File: src/rtl/fifo_wptr_ctrl_if.sv
// rtl/fifo_wptr_ctrl_if.sv - write-side pointer controller signal bundle
//
// Groups the producer/RAM/CDC-facing signals of fifo_wptr_ctrl.
//   slave  : the controller (fifo_wptr_ctrl) side
//   master : the producer / surrounding FIFO side
// Signals:
//   winc_i          write request from producer
//   rgray_sync_i    Gray read pointer, already synchronized into the write domain
//   ovf_clr_i       clears the sticky overflow flag
//   wen_o           RAM write enable
//   waddr_o         RAM write address
//   wgray_o         registered Gray write pointer, toward the read-domain synchronizer
//   wfull_o         FIFO full
//   walmost_full_o  level at or above the almost-full threshold
//   wlevel_o        conservative fill level
//   wovf_o          sticky overflow (write attempted while full)
interface fifo_wptr_ctrl_if #(
  parameter int ADDR_WIDTH = 4
);
  logic                  winc_i;
  logic [ADDR_WIDTH:0]   rgray_sync_i;
  logic                  ovf_clr_i;
  logic                  wen_o;
  logic [ADDR_WIDTH-1:0] waddr_o;
  logic [ADDR_WIDTH:0]   wgray_o;
  logic                  wfull_o;
  logic                  walmost_full_o;
  logic [ADDR_WIDTH:0]   wlevel_o;
  logic                  wovf_o;

  modport slave (
    input  winc_i, rgray_sync_i, ovf_clr_i,
    output wen_o, waddr_o, wgray_o, wfull_o, walmost_full_o, wlevel_o, wovf_o
  );

  modport master (
    output winc_i, rgray_sync_i, ovf_clr_i,
    input  wen_o, waddr_o, wgray_o, wfull_o, walmost_full_o, wlevel_o, wovf_o
  );
endinterface

File: src/rtl/fifo_wptr_ctrl.sv
// rtl/fifo_wptr_ctrl.sv - async FIFO write-domain pointer controller
//
// Owns the binary write pointer and its registered Gray image, decodes the
// synchronized Gray read pointer, and derives full / almost-full / level /
// sticky overflow. Only wen_o is combinational (winc_i and the full register).
// Ports:
//   clk_i    write-domain clock
//   rst_n_i  asynchronous active-low reset, synchronous release
//   wr_if    fifo_wptr_ctrl_if.slave bundle (see interface file)
module fifo_wptr_ctrl #(
  parameter int ADDR_WIDTH   = 4,
  parameter int AFULL_THRESH = 12
) (
  input  logic             clk_i,
  input  logic             rst_n_i,
  fifo_wptr_ctrl_if.slave  wr_if
);

  localparam int PW = ADDR_WIDTH + 1;
  localparam logic [PW-1:0] AFULL_T = PW'(AFULL_THRESH);

  function automatic logic [PW-1:0] bin2gray(input logic [PW-1:0] b);
    return b ^ (b >> 1);
  endfunction

  function automatic logic [PW-1:0] gray2bin(input logic [PW-1:0] g);
    logic [PW-1:0] b;
    b[PW-1] = g[PW-1];
    for (int i = PW - 2; i >= 0; i--) begin
      b[i] = b[i+1] ^ g[i];
    end
    return b;
  endfunction

  logic [PW-1:0] wbin_q;
  logic [PW-1:0] wgray_q;
  logic          wfull_q;
  logic          wafull_q;
  logic [PW-1:0] wlevel_q;
  logic          wovf_q;

  logic          accept;
  logic          ovf_set;
  logic [PW-1:0] wbin_next;
  logic [PW-1:0] wgray_next;
  logic [PW-1:0] rbin;
  logic [PW-1:0] level_next;
  logic [PW-1:0] full_cmp;

  assign accept     = wr_if.winc_i & ~wfull_q;
  assign ovf_set    = wr_if.winc_i & wfull_q;
  assign wbin_next  = wbin_q + {{ADDR_WIDTH{1'b0}}, accept};
  assign wgray_next = bin2gray(wbin_next);
  assign rbin       = gray2bin(wr_if.rgray_sync_i);
  assign level_next = wbin_next - rbin;

  // Full when the write pointer is exactly one lap ahead of the read pointer:
  // in Gray that is the read pointer with its top two bits inverted.
  generate
    if (ADDR_WIDTH == 1) begin : g_cmp_narrow
      assign full_cmp = ~wr_if.rgray_sync_i;
    end else begin : g_cmp_wide
      assign full_cmp = {~wr_if.rgray_sync_i[ADDR_WIDTH:ADDR_WIDTH-1],
                          wr_if.rgray_sync_i[ADDR_WIDTH-2:0]};
    end
  endgenerate

  always_ff @(posedge clk_i or negedge rst_n_i) begin
    if (!rst_n_i) begin
      wbin_q   <= '0;
      wgray_q  <= '0;
      wfull_q  <= 1'b0;
      wafull_q <= 1'b0;
      wlevel_q <= '0;
      wovf_q   <= 1'b0;
    end else begin
      wbin_q   <= wbin_next;
      wgray_q  <= wgray_next;
      wfull_q  <= (wgray_next == full_cmp);
      wafull_q <= (level_next >= AFULL_T);
      wlevel_q <= level_next;
      // A new overflow wins over a simultaneous clear.
      wovf_q   <= ovf_set | (wovf_q & ~wr_if.ovf_clr_i);
    end
  end

  assign wr_if.wen_o          = accept;
  assign wr_if.waddr_o        = wbin_q[ADDR_WIDTH-1:0];
  assign wr_if.wgray_o        = wgray_q;
  assign wr_if.wfull_o        = wfull_q;
  assign wr_if.walmost_full_o = wafull_q;
  assign wr_if.wlevel_o       = wlevel_q;
  assign wr_if.wovf_o         = wovf_q;

endmodule

File: src/flat_wrapper.sv
// flat-port wrapper written by rule: the top's interface ports become plain ports
module fifo_wptr_ctrl_flat 
#(
  parameter int ADDR_WIDTH   = 4,
  parameter int AFULL_THRESH = 12
)
  (clk_i, rst_n_i, wr_if_winc_i, wr_if_rgray_sync_i, wr_if_ovf_clr_i, wr_if_wen_o, wr_if_waddr_o, wr_if_wgray_o, wr_if_wfull_o, wr_if_walmost_full_o, wr_if_wlevel_o, wr_if_wovf_o);
  fifo_wptr_ctrl_if #(.ADDR_WIDTH(ADDR_WIDTH)) wr_if_i ();
  input  logic clk_i;
  input  logic rst_n_i;
  input wire logic [$bits(wr_if_i.winc_i)-1:0] wr_if_winc_i;
  input wire logic [$bits(wr_if_i.rgray_sync_i)-1:0] wr_if_rgray_sync_i;
  input wire logic [$bits(wr_if_i.ovf_clr_i)-1:0] wr_if_ovf_clr_i;
  output wire logic [$bits(wr_if_i.wen_o)-1:0] wr_if_wen_o;
  output wire logic [$bits(wr_if_i.waddr_o)-1:0] wr_if_waddr_o;
  output wire logic [$bits(wr_if_i.wgray_o)-1:0] wr_if_wgray_o;
  output wire logic [$bits(wr_if_i.wfull_o)-1:0] wr_if_wfull_o;
  output wire logic [$bits(wr_if_i.walmost_full_o)-1:0] wr_if_walmost_full_o;
  output wire logic [$bits(wr_if_i.wlevel_o)-1:0] wr_if_wlevel_o;
  output wire logic [$bits(wr_if_i.wovf_o)-1:0] wr_if_wovf_o;
  assign wr_if_i.winc_i = wr_if_winc_i;
  assign wr_if_i.rgray_sync_i = wr_if_rgray_sync_i;
  assign wr_if_i.ovf_clr_i = wr_if_ovf_clr_i;
  assign wr_if_wen_o = wr_if_i.wen_o;
  assign wr_if_waddr_o = wr_if_i.waddr_o;
  assign wr_if_wgray_o = wr_if_i.wgray_o;
  assign wr_if_wfull_o = wr_if_i.wfull_o;
  assign wr_if_walmost_full_o = wr_if_i.walmost_full_o;
  assign wr_if_wlevel_o = wr_if_i.wlevel_o;
  assign wr_if_wovf_o = wr_if_i.wovf_o;
  fifo_wptr_ctrl #(.ADDR_WIDTH(ADDR_WIDTH), .AFULL_THRESH(AFULL_THRESH)) u_core (.clk_i(clk_i), .rst_n_i(rst_n_i), .wr_if(wr_if_i));
endmodule
File: config.mk
export PLATFORM = sky130hd
export DESIGN_NAME = fifo_wptr_ctrl_flat
export DESIGN_NICKNAME = d
export VERILOG_FILES = /design/src/rtl/fifo_wptr_ctrl_if.sv /design/src/rtl/fifo_wptr_ctrl.sv /design/src/flat_wrapper.sv
export SDC_FILE = /design/constraint.sdc
export NUM_CORES = 1
export LEC_CHECK = 0
export ABC_CLOCK_PERIOD_IN_PS = 3600
export CAP_MARGIN = 20
export CELL_PAD_IN_SITES_DETAIL_PLACEMENT = 0
export CELL_PAD_IN_SITES_GLOBAL_PLACEMENT = 2
export CORE_UTILIZATION = 31
export DETAILED_ROUTE_END_ITERATION = 6
export PLACE_DENSITY = 0.9
export SLEW_MARGIN = 5
export SYNTH_ARGS = -nofsm -noshare
export SYNTH_HDL_FRONTEND = slang
export SYNTH_SLANG_ARGS = --single-unit
File: constraint.sdc
create_clock -name clk_i -period 3.6 [get_ports clk_i]
set_input_delay 0.72 -clock clk_i [delete_from_list [all_inputs] [get_ports clk_i]]
set_output_delay 0.72 -clock clk_i [all_outputs]
set_load 0.03 [all_outputs]
After elaboration in Yosys (flattened, before gate mapping) --
Cells that the tools add are included.
Storage, ports and cells: output and inout port bits 18, word-level logic and storage cells 22, register bits after elaboration 18, input bits 9
Cells by class: add/sub/neg operators 2, equal/unequal tests 1, $lt $le $gt $ge 1, bitwise logic cells 12
Operators by type and width (number):
- $add 5x1->5 | 1
- $eq 5x5->1 | 1
- $ge 5x4->1 const B | 1
- $sub 5x5->5 | 1
- $xor 5x4->5 | 1
- $xor 1x1->1 | 4
- $and 1x1->1 | 3
- $not 1->1 | 2
- $not 2->2 | 1
- $or 1x1->1 | 1

Longest topological paths before layout --
Gate-level depths: netlist (run 1).
word-level depth 6, depth in mapped cells 10, gate-level depth less buffers 10

Worst setup path before layout (run 1) --
Ideal clock, no wire load.
path type input to register, start point in wr_if_winc_i, end point reg u_core.wafull_q (netlist: u_core.wr_if.walmost_full_o), path buffers 0, arrival time 3.246 ns, data required time 3.462 ns, setup time 0.138 ns, slack 0.216 ns, stages on the path 9, cell sequence nor2b_1 -> ha_1 -> ha_1 -> xor2_2 -> ha_1 -> nor2b_1 -> o21ai_1 -> a21oi_1 -> or4b_1
On the way: word-level cells in the longest chain between the ends 4
RTL lines:
- start: declaration | RTL line flat_wrapper.sv:11 | input wire logic [$bits(wr_if_i.winc_i)-1:0] wr_if_winc_i;
- $and 1x1->1 | RTL line fifo_wptr_ctrl.sv:50 | assign accept = wr_if.winc_i & ~wfull_q;
- $add 5x1->5 | RTL line fifo_wptr_ctrl.sv:52 | assign wbin_next = wbin_q + {{ADDR_WIDTH{1'b0}}, accept};
- net u_core.wbin_next[2] | RTL line fifo_wptr_ctrl.sv:44 | logic [PW-1:0] wbin_next;
- $sub 5x5->5 | RTL line fifo_wptr_ctrl.sv:55 | assign level_next = wbin_next - rbin;
- $ge 5x4->1 | RTL line fifo_wptr_ctrl.sv:80 | wafull_q <= (level_next >= AFULL_T);
- end signal: assignment | RTL line fifo_wptr_ctrl.sv:80
- end: declaration | RTL line fifo_wptr_ctrl.sv:38 | logic wafull_q;
The timed path passes the listed nets, and every way through them passes these cells.

Final worst setup path (run 1) --
start point in wr_if_rgray_sync_i[4], end point reg u_core.wafull_q (netlist: u_core.wr_if.walmost_full_o)
On the way: word-level cells in the longest chain between the ends 6
RTL lines:
- start: declaration | RTL line flat_wrapper.sv:12 | input wire logic [$bits(wr_if_i.rgray_sync_i)-1:0] wr_if_rgray_sync_i;
- $xor 1x1->1 * (2 in series) | RTL line fifo_wptr_ctrl.sv:30 | b[i] = b[i+1] ^ g[i];
- $xor 1x1->1 (2 in series) | RTL line fifo_wptr_ctrl.sv:30
- $sub 5x5->5 * | RTL line fifo_wptr_ctrl.sv:55
- net u_core.level_next[2] | RTL line fifo_wptr_ctrl.sv:47 | logic [PW-1:0] level_next;
- $ge 5x4->1 * | RTL line fifo_wptr_ctrl.sv:80
Mark *: on every way through the listed nets, which the timed path passes. The rest lies on a longest branch.

==> metrics.md, run 1 <==
| Metric | Value |
|---|---|
| Mapped Cells | 82 |
| Area contributors post-synth | dfrtp_1, xnor2_1, ha_1, xor2_1, inv_1 |
| Mux cell area share after synthesis | 1.05% |
| Leak Pwr | 0.603 nW |
| Grt total ovfl | 0 |
| Setup TNS | 0 ns |
| Max FO, Critical Path | 4 |
| Placed cell count | 148 |
| Number of global-route vias before repair | 688 |
| Post-CTS sizing | 0 |
| Final wirelength | 1830 um |
| Xor/xnor cell area share of the yosys netlist | 23.4% |
| Die area | 3300 sq um |
| First-pass GRT wire length | 3190 um |
| Post-Syn Nets | 98 |
| Pwr Density | 1150 nW/um^2 |
| Vias per cell | 4.64 |
| Post-CTS setup buffers | 0 |
| Area grow syn2layout | 41.6% |
| I/O pins | 27 |
| Required @ worst endpoint | 3.77 ns |
| Synth async-reset ratio | 100% |
| Root buf cell | clkbuf_4 |
| CP peak stage delay | 0.44 ns |
| Max Cap Violations | 0 |
| Num rows | 19 |
| Final setup margin | 0.234 ns |
| Port Buffers | 26 |
| Nets | 138 |
| Die Y-Extent | 57.5 um |
| Seq/Total Area, Yosys | 44.6% |
| Power consumption | 0.00155 W |
| Post-synth EDFFs | 0 |
| Fin. max-slew vios | 0 |
| Distinct cells, synth | 28 |
| Fill cells | 264 |
| Layout cell share with drive strength beyond 1 | 17.4% |
| CTS tree | done |
| Initial antenna violation count | 0 |
| Multi-input gate area | 489 sq um |
| Min Tclk post-route | 3.37 ns |
| Post-synth top area share | 44.6% |
| Gr usage total | 13.0% |
| Outcome | finished, violations left |
| CTS buffer count | 3 |
| Post-synthesis compound-gate area fraction | 7.09% |
| Via Count | 706 |
| Count of final setup violators | 0 |
| Routability Congestion | 0.793 |
| Starting density of the core | 33.7% |
| Most used cell, CP | xnor2_1 |
| Worst-Margin Slew | 0.744 ns |
| H-tree level count | 1 |
| Final ANT Viol Nets | 0 |
| Most frequent cells in the layout | clkdlybuf4s50_1, dfrtp_1, xnor2_1 |
| Peak supply drop | 0.436 mV |
| ANT cells | 0 |
| Pin count of the biggest net entering global routing | 18 |
| Dominant synthesized flop cell | dfrtp_1 |
| Storage element area | 425 sq um |
| Initial DRC count | 16 |
| Reg clk slew, reported paths | 0.10 ns |
| Hold Crit Class | flop to flop |
| Adder-cell share of the synthesized area | 9.97% |
| Critical Path, Cell by Cell | clkdlybuf4s50_1, xnor2_1, xor2_1, xor2_1, xnor2_1, ha_1, fa_1, buf_4, xnor2_1, a31oi_1, or4b_1 |
| Clk Latency, worst-skew pair | 0.29 ns |
| Final Cycle Share | 93.5% |
| Fmax | 0.297 GHz |
| Pre-Repair DR Iteration Count | 6 |
| Failing checks | design-rule violations |
| Residual DRC | 3 |
| Final Hold Fails | 0 |
| Synthesized flop and latch total | 17 |
| RSZ-0062 raised after global routing | no |
| YS warnings | 0 |
| Most common cell after layout, fill and taps aside | clkdlybuf4s50_1 |
| Synth Area in Simple Gates | 9.84% |
| DIE WIDTH | 57.5 um |
| Hold buffer count at cts | 0 |
| Critical-path top delay cell | clkdlybuf4s50_1 |
| Core area | 2830 sq um |
| CP endpoint kind | flop |
| Post-synthesis cell type with the largest combined area | dfrtp_1 |
| Skew final | 0.00363 ns |
| Synth Area per Inst | 11.6 sq um |
| Longest Clk Path Bufs | 2 |
| Hpwl dp | 1520 um |
| Main combinational cell family by area after synthesis | XOR/XNOR gates |
| Clock sink total | 17 |
| Crit path DAT | 3.53 ns |
| Synthesized area | 953 sq um |
| Max_slew headroom | 50.2% |
| Critical Path Start Type | primary input |
| Finished Layout Cells | 152 |
| Pre-CTS setup slack | -0.0903 ns |
| Crit Path Class | primary input to flop |
| DR WL/cell | 12.1 um |
-- kinds of logic after synthesis --
| group | after synthesis |
|---|---|
| xor gates and xnor gates | 22 |
| DFF | 17 |
| and+or+nand+nor | 16 |
| buffers and inverters | 10 |
| AOI/OAI and AO/OA | 9 |
| adders and majority gates | 7 |
| muxes | 1 |
-- worst max-delay path: cells and delay by family --
| family | cells | cell delay (ns) |
|---|---|---|
| compound gates | 1 | 0.18 |
| xor+xnor | 5 | 0.95 |
| fa+ha+maj | 2 | 0.64 |
| buf+inv | 2 | 0.61 |
| simple gates | 1 | 0.44 |
-- stage by stage --
stage	cell area [sq um]	utilization (%)	hold WS, ns
floorplan	953	-	0.424
global placement	1320	46.7	0.502
detailed placement	1320	46.7	0.508
CTS	1350	47.7	0.532
global route	1350	47.7	0.579
finish	1350	47.7	0.523
-- cell type report --
type | count | area share, %
repair buffers | 36 | 24.8
flip-flops and latches | 17 | 31.5
multi-input cells | 55 | 36.2
clock inverters | 1 | 0.371
clock buffers | 3 | 1.67
well taps | 31 | 2.87
inverters | 9 | 2.50
-- cells in the mapped netlist, types with 2 or more instances --
library cell and count:
a21oi_1 2, dfrtp_1 17, ha_1 6, inv_1 9, nand2_1 3, nand3_1 4
nor2b_1 2, xnor2_1 12, xnor2_2 2, xor2_1 6, xor2_2 2
-- final timing paths --
path,start,end,slack [ns],cells after the start
max reg2reg,u_core.wr_if.wfull_o$_DFF_PN0_,u_core.wr_if.walmost_full_o$_DFF_PN0_,0.98,9
max,wr_if_rgray_sync_i[4],u_core.wr_if.walmost_full_o$_DFF_PN0_,0.23,11
min in group asynchronous,rst_n_i,u_core.wr_if.wlevel_o[1]$_DFF_PN0_,0.86,1
min reg2reg,u_core.wr_if.wfull_o$_DFF_PN0_,u_core.wr_if.wovf_o$_DFF_PN0_,0.52,2
min,u_core.wr_if.wfull_o$_DFF_PN0_,u_core.wr_if.wovf_o$_DFF_PN0_,0.52,2
max in group asynchronous,rst_n_i,u_core.wr_if.walmost_full_o$_DFF_PN0_,2.27,1
-- flip-flops by register name (all words and copies together) (netlist names) --
name / count
u_core.wr_if.walmost_full_o: 1
u_core.wr_if.wfull_o: 1
u_core.wbin_q: 5
u_core.wr_if.wlevel_o: 5
u_core.wr_if.wovf_o: 1
u_core.wr_if.wgray_o: 4
-- per-layer routing --
| layer | track usage, % | share of wire, % |
|---|---|---|
| met1 | 16.6 | 44 |
| met3 | 4.31 | 6.3 |
| met5 | 0 | 0 |
| met4 | 3.14 | 1.4 |
| met2 | 21.1 | 48 |
-- power breakdown --
part           switching (W)  internal (W)
Sequential         0.0000682      0.000296
Combinational       0.000566      0.000516
Clock              0.0000597     0.0000413
No activity file was read; power rests on OpenSTA's default activity.
==> run 2, diff against run 1 <==
--- a/config.mk
+++ b/config.mk
@@ -10,8 +10,10 @@
 export CELL_PAD_IN_SITES_DETAIL_PLACEMENT = 0
 export CELL_PAD_IN_SITES_GLOBAL_PLACEMENT = 2
 export CORE_UTILIZATION = 31
+export CTS_CLUSTER_DIAMETER = 80
 export DETAILED_ROUTE_END_ITERATION = 6
 export PLACE_DENSITY = 0.9
+export REMOVE_ABC_BUFFERS = 1
 export SLEW_MARGIN = 5
 export SYNTH_ARGS = -nofsm -noshare
 export SYNTH_HDL_FRONTEND = slang
==> metrics.md, run 2 (same netlist as run 1, synthesis figures left out) <==
| Metric | Value |
|---|---|
| Pin count of the biggest net entering global routing | 18 (unchanged) |
| Reg clk slew, reported paths | 0.11 ns (was 0.10 ns) |
| M1 WL | 875 um (was 805 um) |
| Max Cap Violations | 0 (unchanged) |
| Met2 Routed Length | 863 um (was 885 um) |
| Pre-Repair DR Iteration Count | 7 (was 6) |
| Power consumption | 0.00155 W (about the same) |
| Fmax | 0.298 GHz (was 0.297 GHz) |
| DR WL met3 | 105 um (was 116 um) |
| Longest Clk Path Bufs | 2 (unchanged) |
| Skew final | 0.00812 ns (was 0.00363 ns) |
| Final wirelength | 1880 um (was 1830 um) |
| Most common cell after layout, fill and taps aside | clkdlybuf4s50_1 (unchanged) |
| R2R cell count | 9 (unchanged) |
| Number of global-route vias before repair | 668 (was 688) |
| Critical Path, Cell by Cell | clkdlybuf4s50_1, xnor2_1, xor2_1, xor2_1, xnor2_1, ha_1, fa_1, buf_4, xnor2_1, a31oi_1, or4b_1 (unchanged) |
| Gr usage total | 12.8% (was 13.0%) |
| Final Util | 47.7% (unchanged) |
| CTS tree | done (unchanged) |
| RSZ-0062 raised after global routing | no (unchanged) |
| WHS Endpoint | u_core.wr_if.wovf_o$_DFF_PN0_ (unchanged) |
| Worst hold slack | 0.535 ns (was 0.523 ns) |
| Crit Path Class | primary input to flop (unchanged) |
| Via Count | 701 (was 706) |
| Leak Pwr | 0.603 nW (unchanged) |
| Top routing layer used | met4 (unchanged) |
| Failing checks | design-rule violations (unchanged) |
| Max_slew headroom | 48.4% (was 50.2%) |
| ANT cells | 0 (unchanged) |
| Peak supply drop | 0.405 mV (was 0.436 mV) |
| DR WL/cell | 12.4 um (was 12.1 um) |
| Die Y-Extent | 57.5 um (unchanged) |
| CP endpoint kind | flop (unchanged) |
| Critical Path Start | wr_if_rgray_sync_i[4] (unchanged) |
| Critical Path Stages | 11 (unchanged) |
| Grt total ovfl | 0 (unchanged) |
| Clk Latency, worst-skew pair | 0.29 ns (about the same) |
| Final ANT Viol Nets | 0 (unchanged) |
| Port Buffers | 26 (unchanged) |
| Residual DRC | 4 (was 3) |
| R2R Path Start | u_core.wr_if.wfull_o$_DFF_PN0_ (unchanged) |
| Post-CTS sizing | 0 (unchanged) |
| R2R setup slack | 0.99 ns (was 0.98 ns) |
| Num rows | 19 (unchanged) |
| Layout cell share with drive strength beyond 1 | 17.4% (unchanged) |
| Pwr Density | 1150 nW/um^2 (about the same) |
| Critical-path top delay cell | clkdlybuf4s50_1 (unchanged) |
| Count of final setup violators | 0 (unchanged) |
| Vias per cell | 4.61 (was 4.64) |
| Min Tclk post-route | 3.36 ns (was 3.37 ns) |
| Clock sink total | 17 (unchanged) |
| Top delay family on crit path | XOR/XNOR gates (unchanged) |
| Required @ worst endpoint | 3.78 ns (was 3.77 ns) |
| Final Hold Fails | 0 (unchanged) |
| CP peak stage delay | 0.44 ns (about the same) |
| Starting density of the core | 33.7% (unchanged) |
| DIE WIDTH | 57.5 um (unchanged) |
| Routability Congestion | 0.771 (was 0.793) |
| Worst path buffer plus inverter count | 2 (unchanged) |
| Crit path DAT | 3.54 ns (was 3.53 ns) |
| Nets | 138 (unchanged) |
| Outcome | finished, violations left (unchanged) |
| Worst R2R End | u_core.wr_if.walmost_full_o$_DFF_PN0_ (unchanged) |
| Root buf cell | clkbuf_4 (unchanged) |
| Hold_sp | u_core.wr_if.wfull_o$_DFF_PN0_ (unchanged) |
| Most frequent cells in the layout | clkdlybuf4s50_1, dfrtp_1, xnor2_1 (unchanged) |
| CTS buffer count | 3 (unchanged) |
| Initial DRC count | 8 (was 16) |
| Worst-Margin Slew | 0.771 ns (was 0.744 ns) |
| Max FO, Critical Path | 4 (unchanged) |
| Final Cycle Share | 93.3% (was 93.5%) |
| First-pass GRT wire length | 3090 um (was 3190 um) |
| Critical Path Start Type | primary input (unchanged) |
| Fin. max-slew vios | 0 (unchanged) |
| Hold Crit Class | flop to flop (unchanged) |
| Area grow syn2layout | 41.6% (unchanged) |
| Most used cell, CP | xnor2_1 (unchanged) |
| Hpwl dp | 1540 um (was 1520 um) |
| Initial antenna violation count | 0 (unchanged) |
| I/O pins | 27 (unchanged) |
| Hold buffer count at cts | 0 (unchanged) |
| Die area | 3300 sq um (unchanged) |
| H-tree level count | 1 (unchanged) |
| Post-CTS setup buffers | 0 (unchanged) |
| Core area | 2830 sq um (unchanged) |
| Hold depth | 2 (unchanged) |
-- run 2: cell counts in the layout (fill, tap and decap cells not counted) --
Identical to the previous run, type by type.
-- run 2: worst max-delay path by stage --
stage	end
2_1_floorplan	u_core.wr_if.walmost_full_o$_DFF_PN0_
3_3_place_gp	u_core.wr_if.walmost_full_o$_DFF_PN0_
3_5_place_dp	u_core.wr_if.walmost_full_o$_DFF_PN0_
4_1_cts	u_core.wr_if.walmost_full_o$_DFF_PN0_
5_1_grt	u_core.wr_if.walmost_full_o$_DFF_PN0_
6_report	u_core.wr_if.walmost_full_o$_DFF_PN0_
-- run 2: worst min-delay path, stage by stage, from the launching register on --
cell,delay [ns]
dfrtp_1,0.38
nand2_1,0.06
o21ai_0,0.07
-- run 2: final cells by class --
cell class	count	area, sq um
fill	266	1480
multi-input combinational	55	489
sequential	17	425
timing repair buffer	36	335
tap	31	38.8
inverter	9	33.8
clock buffer	3	22.5
clock inverter	1	5.00
-- run 2: through the flow --
| stage | cell area (sq um) | setup slack [ns] | TNS [ns] | cells |
|---|---|---|---|---|
| after floorplan | 948 | 0.216 | 0 | 81 |
| after global placement | 1320 | -0.0234 | -0.0234 | 148 |
| after detailed placement | 1320 | -0.0982 | -0.0982 | 148 |
| after CTS | 1350 | 0.207 | 0 | 152 |
| after global routing | 1350 | 0.0712 | 0 | 152 |
| final | 1350 | 0.241 | 0 | 152 |
-- run 2: power breakdown --
part / internal (W) / switching [W]
clock network: 0.0000413 / 0.0000634
logic: 0.000515 / 0.000568
registers: 0.000296 / 0.0000680
-- run 2: metal layers --
layer / GRT usage, % / vias to the layer above
li1: - / 351
met1: 17.4 / 324
met2: 18.8 / 22
met3: 2.95 / 4
met4: 7.32 / 0
met5: 0 / -
==> run 3, diff against run 2 <==
--- a/config.mk
+++ b/config.mk
@@ -12,6 +12,7 @@
 export CORE_UTILIZATION = 31
 export CTS_CLUSTER_DIAMETER = 80
 export DETAILED_ROUTE_END_ITERATION = 6
+export GPL_TIMING_DRIVEN = 0
 export PLACE_DENSITY = 0.9
 export REMOVE_ABC_BUFFERS = 1
 export SLEW_MARGIN = 5
==> metrics.md, run 3 (same netlist as run 1, synthesis figures left out) <==
| Metric | Value |
|---|---|
| Via Count | 659 (was 701) |
| Min Tclk post-route | 3.42 ns (was 3.36 ns) |
| Clk Latency, worst-skew pair | 0.30 ns (was 0.29 ns) |
| Fin. max-slew vios | 0 (unchanged) |
| Most common cell after layout, fill and taps aside | clkdlybuf4s50_1 (unchanged) |
| Routability Congestion | 0.727 (was 0.771) |
| Residual DRC | 4 (unchanged) |
| Critical Path, Cell by Cell | clkdlybuf4s50_1, xnor2_2, xor2_1, xor2_1, xnor2_1, ha_1, fa_2, nor2b_1, o21ai_1, and3_1, or4b_1 (was clkdlybuf4s50_1, xnor2_1, xor2_1, xor2_1, xnor2_1, ha_1, fa_1, buf_4, xnor2_1, a31oi_1, or4b_1) |
| Nets | 129 (was 138) |
| CTS buffer count | 3 (unchanged) |
| Critical Path Start Type | primary input (unchanged) |
| Hpwl dp | 1360 um (was 1540 um) |
| Crit path DAT | 3.59 ns (was 3.54 ns) |
| CP peak stage delay | 0.50 ns (was 0.44 ns) |
| Final Hold Fails | 0 (unchanged) |
| Pre-Repair DR Iteration Count | 6 (was 7) |
| P_int | 0.000797 W (was 0.000852 W) |
| Top delay family on crit path | XOR/XNOR gates (unchanged) |
| Critical-path top delay cell | clkdlybuf4s50_1 (unchanged) |
| Number of global-route vias before repair | 662 (was 668) |
| Max FO, Critical Path | 5 (was 4) |
| Peak supply drop | 0.315 mV (was 0.405 mV) |
| Comb power frac | 68.3% (was 69.8%) |
| Initial DRC count | 22 (was 8) |
| Port Buffers | 26 (unchanged) |
| Max_slew headroom | 48.5% (was 48.4%) |
| Worst hold slack | 0.532 ns (was 0.535 ns) |
| Root buf cell | clkbuf_4 (unchanged) |
| Worst-Margin Slew | 0.769 ns (was 0.771 ns) |
| Leak Pwr | 0.564 nW (was 0.603 nW) |
| RSZ-0062 raised after global routing | no (unchanged) |
| Finished Layout Cells | 143 (was 152) |
| Initial antenna violation count | 0 (unchanged) |
| Final ANT Viol Nets | 0 (unchanged) |
| CP endpoint kind | flop (unchanged) |
| Starting density of the core | 33.7% (unchanged) |
| Sequential Power Share | 24.5% (was 23.5%) |
| Failing checks | design-rule violations (unchanged) |
| Clock Power Share | 7.2% (was 6.8%) |
| Multi-input gate area | 499 sq um (was 489 sq um) |
| Sw Ratio | 46.1% (was 45.1%) |
| I/O pins | 27 (unchanged) |
| H-tree level count | 1 (unchanged) |
| Layout cell share with drive strength beyond 1 | 12.5% (was 17.4%) |
| Fmax | 0.292 GHz (was 0.298 GHz) |
| Most frequent cells in the layout | clkdlybuf4s50_1, dfrtp_1, xnor2_1 (unchanged) |
| Die Y-Extent | 57.5 um (unchanged) |
| First-pass GRT wire length | 2960 um (was 3090 um) |
| Reg clk slew, reported paths | 0.11 ns (about the same) |
| ANT cells | 0 (unchanged) |
| DR WL/cell | 12.3 um (was 12.4 um) |
| Fill cells | 284 (was 266) |
| Placed cell count | 138 (was 148) |
| Max Cap Violations | 0 (unchanged) |
| Hold Crit Class | flop to flop (unchanged) |
| Most used cell, CP | xor2_1 (was xnor2_1) |
| Storage element area | 425 sq um (unchanged) |
| Core area | 2830 sq um (unchanged) |
| Hold buffer count at cts | 0 (unchanged) |
| NetSw | 0.000681 W (was 0.000699 W) |
| Count of final setup violators | 0 (unchanged) |
| Vias per cell | 4.61 (about the same) |
| Outcome | finished, violations left (unchanged) |
| Pin count of the biggest net entering global routing | 18 (unchanged) |
| Power consumption | 0.00148 W (was 0.00155 W) |
| DIE WIDTH | 57.5 um (unchanged) |
| Skew final | 0.00982 ns (was 0.00812 ns) |
| Worst path buffer plus inverter count | 1 (was 2) |
| Die area | 3300 sq um (unchanged) |
| Grt total ovfl | 0 (unchanged) |
| Longest Clk Path Bufs | 2 (unchanged) |
| Required @ worst endpoint | 3.77 ns (was 3.78 ns) |
| Num rows | 19 (unchanged) |
| Clock sink total | 17 (unchanged) |
| Pwr Density | 1140 nW/um^2 (was 1150 nW/um^2) |
| Gr usage total | 12.0% (was 12.8%) |
| CTS tree | done (unchanged) |
| Area grow syn2layout | 35.6% (was 41.6%) |
| Crit Path Class | primary input to flop (unchanged) |
| Final wirelength | 1770 um (was 1880 um) |
| Final Cycle Share | 95.0% (was 93.3%) |
-- run 3: power by group through the flow --
stage	clock network, W	registers (W)	logic (W)
after floorplan	0	0.000555	0.000521
after global placement	0	0.000367	0.00100
after detailed placement	0	0.000370	0.00101
after CTS	0.000108	0.000365	0.00102
after global routing	0.000116	0.000379	0.00111
final	0.000106	0.000363	0.00101
-- run 3: repair_timing --
action | CTS | global route
pin swaps | 0 | 1
endpoints found under the setup margin | 1 | 1
gates resized for setup | 1 | 1
setup buffers | 0 | 1
-- run 3: path summary, 6_finish.rpt --
| check | start | depth (start not counted) | slack, ns | end |
|---|---|---|---|---|
| hold reg to reg | u_core.wr_if.wfull_o$_DFF_PN0_ | 2 | 0.53 | u_core.wr_if.wovf_o$_DFF_PN0_ |
| min in group asynchronous | rst_n_i | 1 | 0.86 | u_core.wr_if.wlevel_o[4]$_DFF_PN0_ |
| setup / recovery | wr_if_rgray_sync_i[4] | 11 | 0.18 | u_core.wr_if.walmost_full_o$_DFF_PN0_ |
| setup reg to reg | u_core.wr_if.wfull_o$_DFF_PN0_ | 9 | 0.72 | u_core.wr_if.walmost_full_o$_DFF_PN0_ |
| hold / removal | u_core.wr_if.wfull_o$_DFF_PN0_ | 2 | 0.53 | u_core.wr_if.wovf_o$_DFF_PN0_ |
| max in group asynchronous | rst_n_i | 1 | 2.26 | u_core.wr_if.walmost_full_o$_DFF_PN0_ |
-- run 3: worst reg2reg max path, cell delays in order (launching register included) --
cell and delay (ns):
dfrtp_1 0.41, nor2b_1 0.16, ha_1 0.25, ha_1 0.34, xor2_2 0.28, ha_1 0.35, nor2b_1 0.16, o21ai_1 0.17
a21oi_1 0.11, or4b_1 0.52
-- run 3: cell type report --
class / instances / share of cell area, %
Clock buffer: 3 / 1.74
Multi-Input combinational cell: 55 / 38.6
Tap cell: 31 / 3.00
Inverter: 9 / 2.61
Clock inverter: 1 / 0.387
Sequential cell: 17 / 32.9
Timing Repair Buffer: 27 / 20.7
-- run 3: metrics by stage --
| step | setup WS [ns] | TNS [ns] | instance area (sq um) | utilization, % |
|---|---|---|---|---|
| floorplan | 0.216 | 0 | 948 | - |
| global placement | -0.301 | -0.364 | 1250 | 44.1 |
| detailed placement | -0.342 | -0.449 | 1250 | 44.1 |
| CTS | 0.00512 | 0 | 1280 | 45.3 |
| global route | 0.0221 | 0 | 1290 | 45.7 |
| finish | 0.181 | 0 | 1290 | 45.7 |
-- run 3: routing by layer --
metal / GRT usage, % / wire length [um] / up-vias / part of all wire [%]
met5: 0 / 0 / - / 0
met4: 7.32 / 41 / 0 / 2.3
met3: 1.36 / 73 / 4 / 4.1
met2: 20.8 / 883 / 18 / 50
met1: 14.2 / 767 / 306 / 43
li1: - / - / 331 / -
==> variant: new RTL, config.mk and constraints of run 3 <==
`ADDR_WIDTH` is set to 4 in 3 places; all go to 5.
--- a/src/rtl/fifo_wptr_ctrl_if.sv
+++ b/src/rtl/fifo_wptr_ctrl_if.sv
@@ -16,5 +16,5 @@
 //   wovf_o          sticky overflow (write attempted while full)
 interface fifo_wptr_ctrl_if #(
-  parameter int ADDR_WIDTH = 4
+  parameter int ADDR_WIDTH = 5
 );
   logic                  winc_i;
--- a/src/rtl/fifo_wptr_ctrl.sv
+++ b/src/rtl/fifo_wptr_ctrl.sv
@@ -9,5 +9,5 @@
 //   wr_if    fifo_wptr_ctrl_if.slave bundle (see interface file)
 module fifo_wptr_ctrl #(
-  parameter int ADDR_WIDTH   = 4,
+  parameter int ADDR_WIDTH   = 5,
   parameter int AFULL_THRESH = 12
 ) (
--- a/src/flat_wrapper.sv
+++ b/src/flat_wrapper.sv
@@ -2,5 +2,5 @@
 module fifo_wptr_ctrl_flat 
 #(
-  parameter int ADDR_WIDTH   = 4,
+  parameter int ADDR_WIDTH   = 5,
   parameter int AFULL_THRESH = 12
 )
Ports: changed (resized wr_if_rgray_sync_i, wr_if_waddr_o, wr_if_wgray_o and wr_if_wlevel_o); port bits go from 27 to 31. The function was not compared with the original's and may differ.
==> variant against run 3 <==
  * Worst setup slack worse by 0.010 ns
  * Routed wire length grew 26%
  * Sequential share of layout area shrank 1.6 points
  * Via count grew 25%
  * Critical endpoint unchanged
  * Critical path type unchanged
  * Sequential cell count up 3
  * Synthesized area rose by 24%
  * Total power grew 18%
  * Final area rose by 24%
==> variant: results (changes against run 3) <==
| Metric | Value |
|---|---|
| Combinational-cell power consumption | `1.17 mW (was 1.01 mW)` |
| Flip-flop and latch area | `500 sq um (was 425 sq um)` |
| Switch share | `0.445 (was 0.461)` |
| Arrival @ worst endpoint | `3.57 ns (was 3.59 ns)` |
| Status | `finished, final reports clean (was finished, violations left)` |
| Fraction of the mapped netlist area in compound gates | `0.0679 (was 0.0709)` |
| Fill count | `357 (was 284)` |
| Final net count | `151 (was 129)` |
| Worst-Skew Late Latency | `0.27 ns (was 0.30 ns)` |
| Worst setup skew after layout | `0.00883 ns (was 0.00982 ns)` |
| Seq area share | `0.313 (was 0.329)` |
| Multiplexer share of the synthesized area | `0.00848 (was 0.0105)` |
| Placed standard-cell area | `0.00153 sq mm (was 0.00125 sq mm)` |
| Via count | `826 (was 659)` |
| Met3 WL post-DR | `61 um (was 73 um)` |
| Count of distinct cell types in the synthesized netlist | `32 (was 28)` |
| Area used by multi-input combinational logic | `649 sq um (was 499 sq um)` |
| Multi-Input Combinational | `70 (was 55)` |
| Gates resized, CTS repair | `0 (was 1)` |
| Grt met3 use | `0.0199 (was 0.0136)` |
| First-pass GRT wire length | `3.73 mm (was 2.96 mm)` |
| WL met2 | `1.10 mm (was 883 um)` |
| Number of standard cells in the layout, taps in and fillers out | `180 (was 143)` |
| Post-synthesis share of cell area spent on full adders, half adders and majority gates | `0.0901 (was 0.0997)` |
| First-pass iteration count of the detailed router | `2 (was 6)` |
| Maximum fanout along the worst path | `2 (was 5)` |
| Post-synth top cells | `sky130_fd_sc_hd__dfrtp_1, sky130_fd_sc_hd__nand2_1, sky130_fd_sc_hd__xnor2_1, sky130_fd_sc_hd__xor2_1, sky130_fd_sc_hd__ha_1 (was sky130_fd_sc_hd__dfrtp_1, sky130_fd_sc_hd__xnor2_1, sky130_fd_sc_hd__inv_1)` |
| R2R depth | `10 (was 9)` |
| Area contributors post-synth | `sky130_fd_sc_hd__dfrtp_1, sky130_fd_sc_hd__ha_1, sky130_fd_sc_hd__xnor2_1 (was sky130_fd_sc_hd__dfrtp_1, sky130_fd_sc_hd__xnor2_1, sky130_fd_sc_hd__ha_1)` |
| XOR/XNOR Fraction of Synth Area | `0.275 (was 0.234)` |
| Fraction of layout instances using a drive strength above 1 | `0.121 (was 0.125)` |
| Total routing resource utilization after global routing | `0.124 (was 0.120)` |
| Clock buffer and inverter area fraction after layout | `0.0259 (was 0.0213)` |
| Total clock network power | `0.148 mW (was 0.106 mW)` |
| DRC violation count after routing | `0 (was 4)` |
| Clock edge transition at the registers on the reported setup and hold paths | `0.07 ns (was 0.11 ns)` |
-- variant: cell count changes in the layout (fill, tap and decap cells not counted), sizes merged, moves of 2 or more --
cell           delta
a211oi            +2
a32oi             +2
buf               +2
clkdlybuf4s50     +4
dfrtp             +3
inv               -3
nand2             +9
nor2              +3
xnor2             -2
xnor3             +4
-- variant: how the worst max path moves through the flow --
stage	slack [ns]	to	startpoint	cells past startpoint
final	0.17	u_core.wr_if.walmost_full_o	wr_if_rgray_sync_i[4]	14
after global routing	0.02	u_core.wr_if.walmost_full_o	wr_if_rgray_sync_i[4]	14
after CTS	0.04	u_core.wr_if.walmost_full_o	wr_if_rgray_sync_i[5]	13
after detailed placement	-0.21	u_core.wr_if.walmost_full_o	wr_if_rgray_sync_i[5]	13
after global placement	-0.17	u_core.wr_if.walmost_full_o	wr_if_rgray_sync_i[5]	13
after floorplan	0.21	u_core.wr_if.walmost_full_o	wr_if_winc_i	10
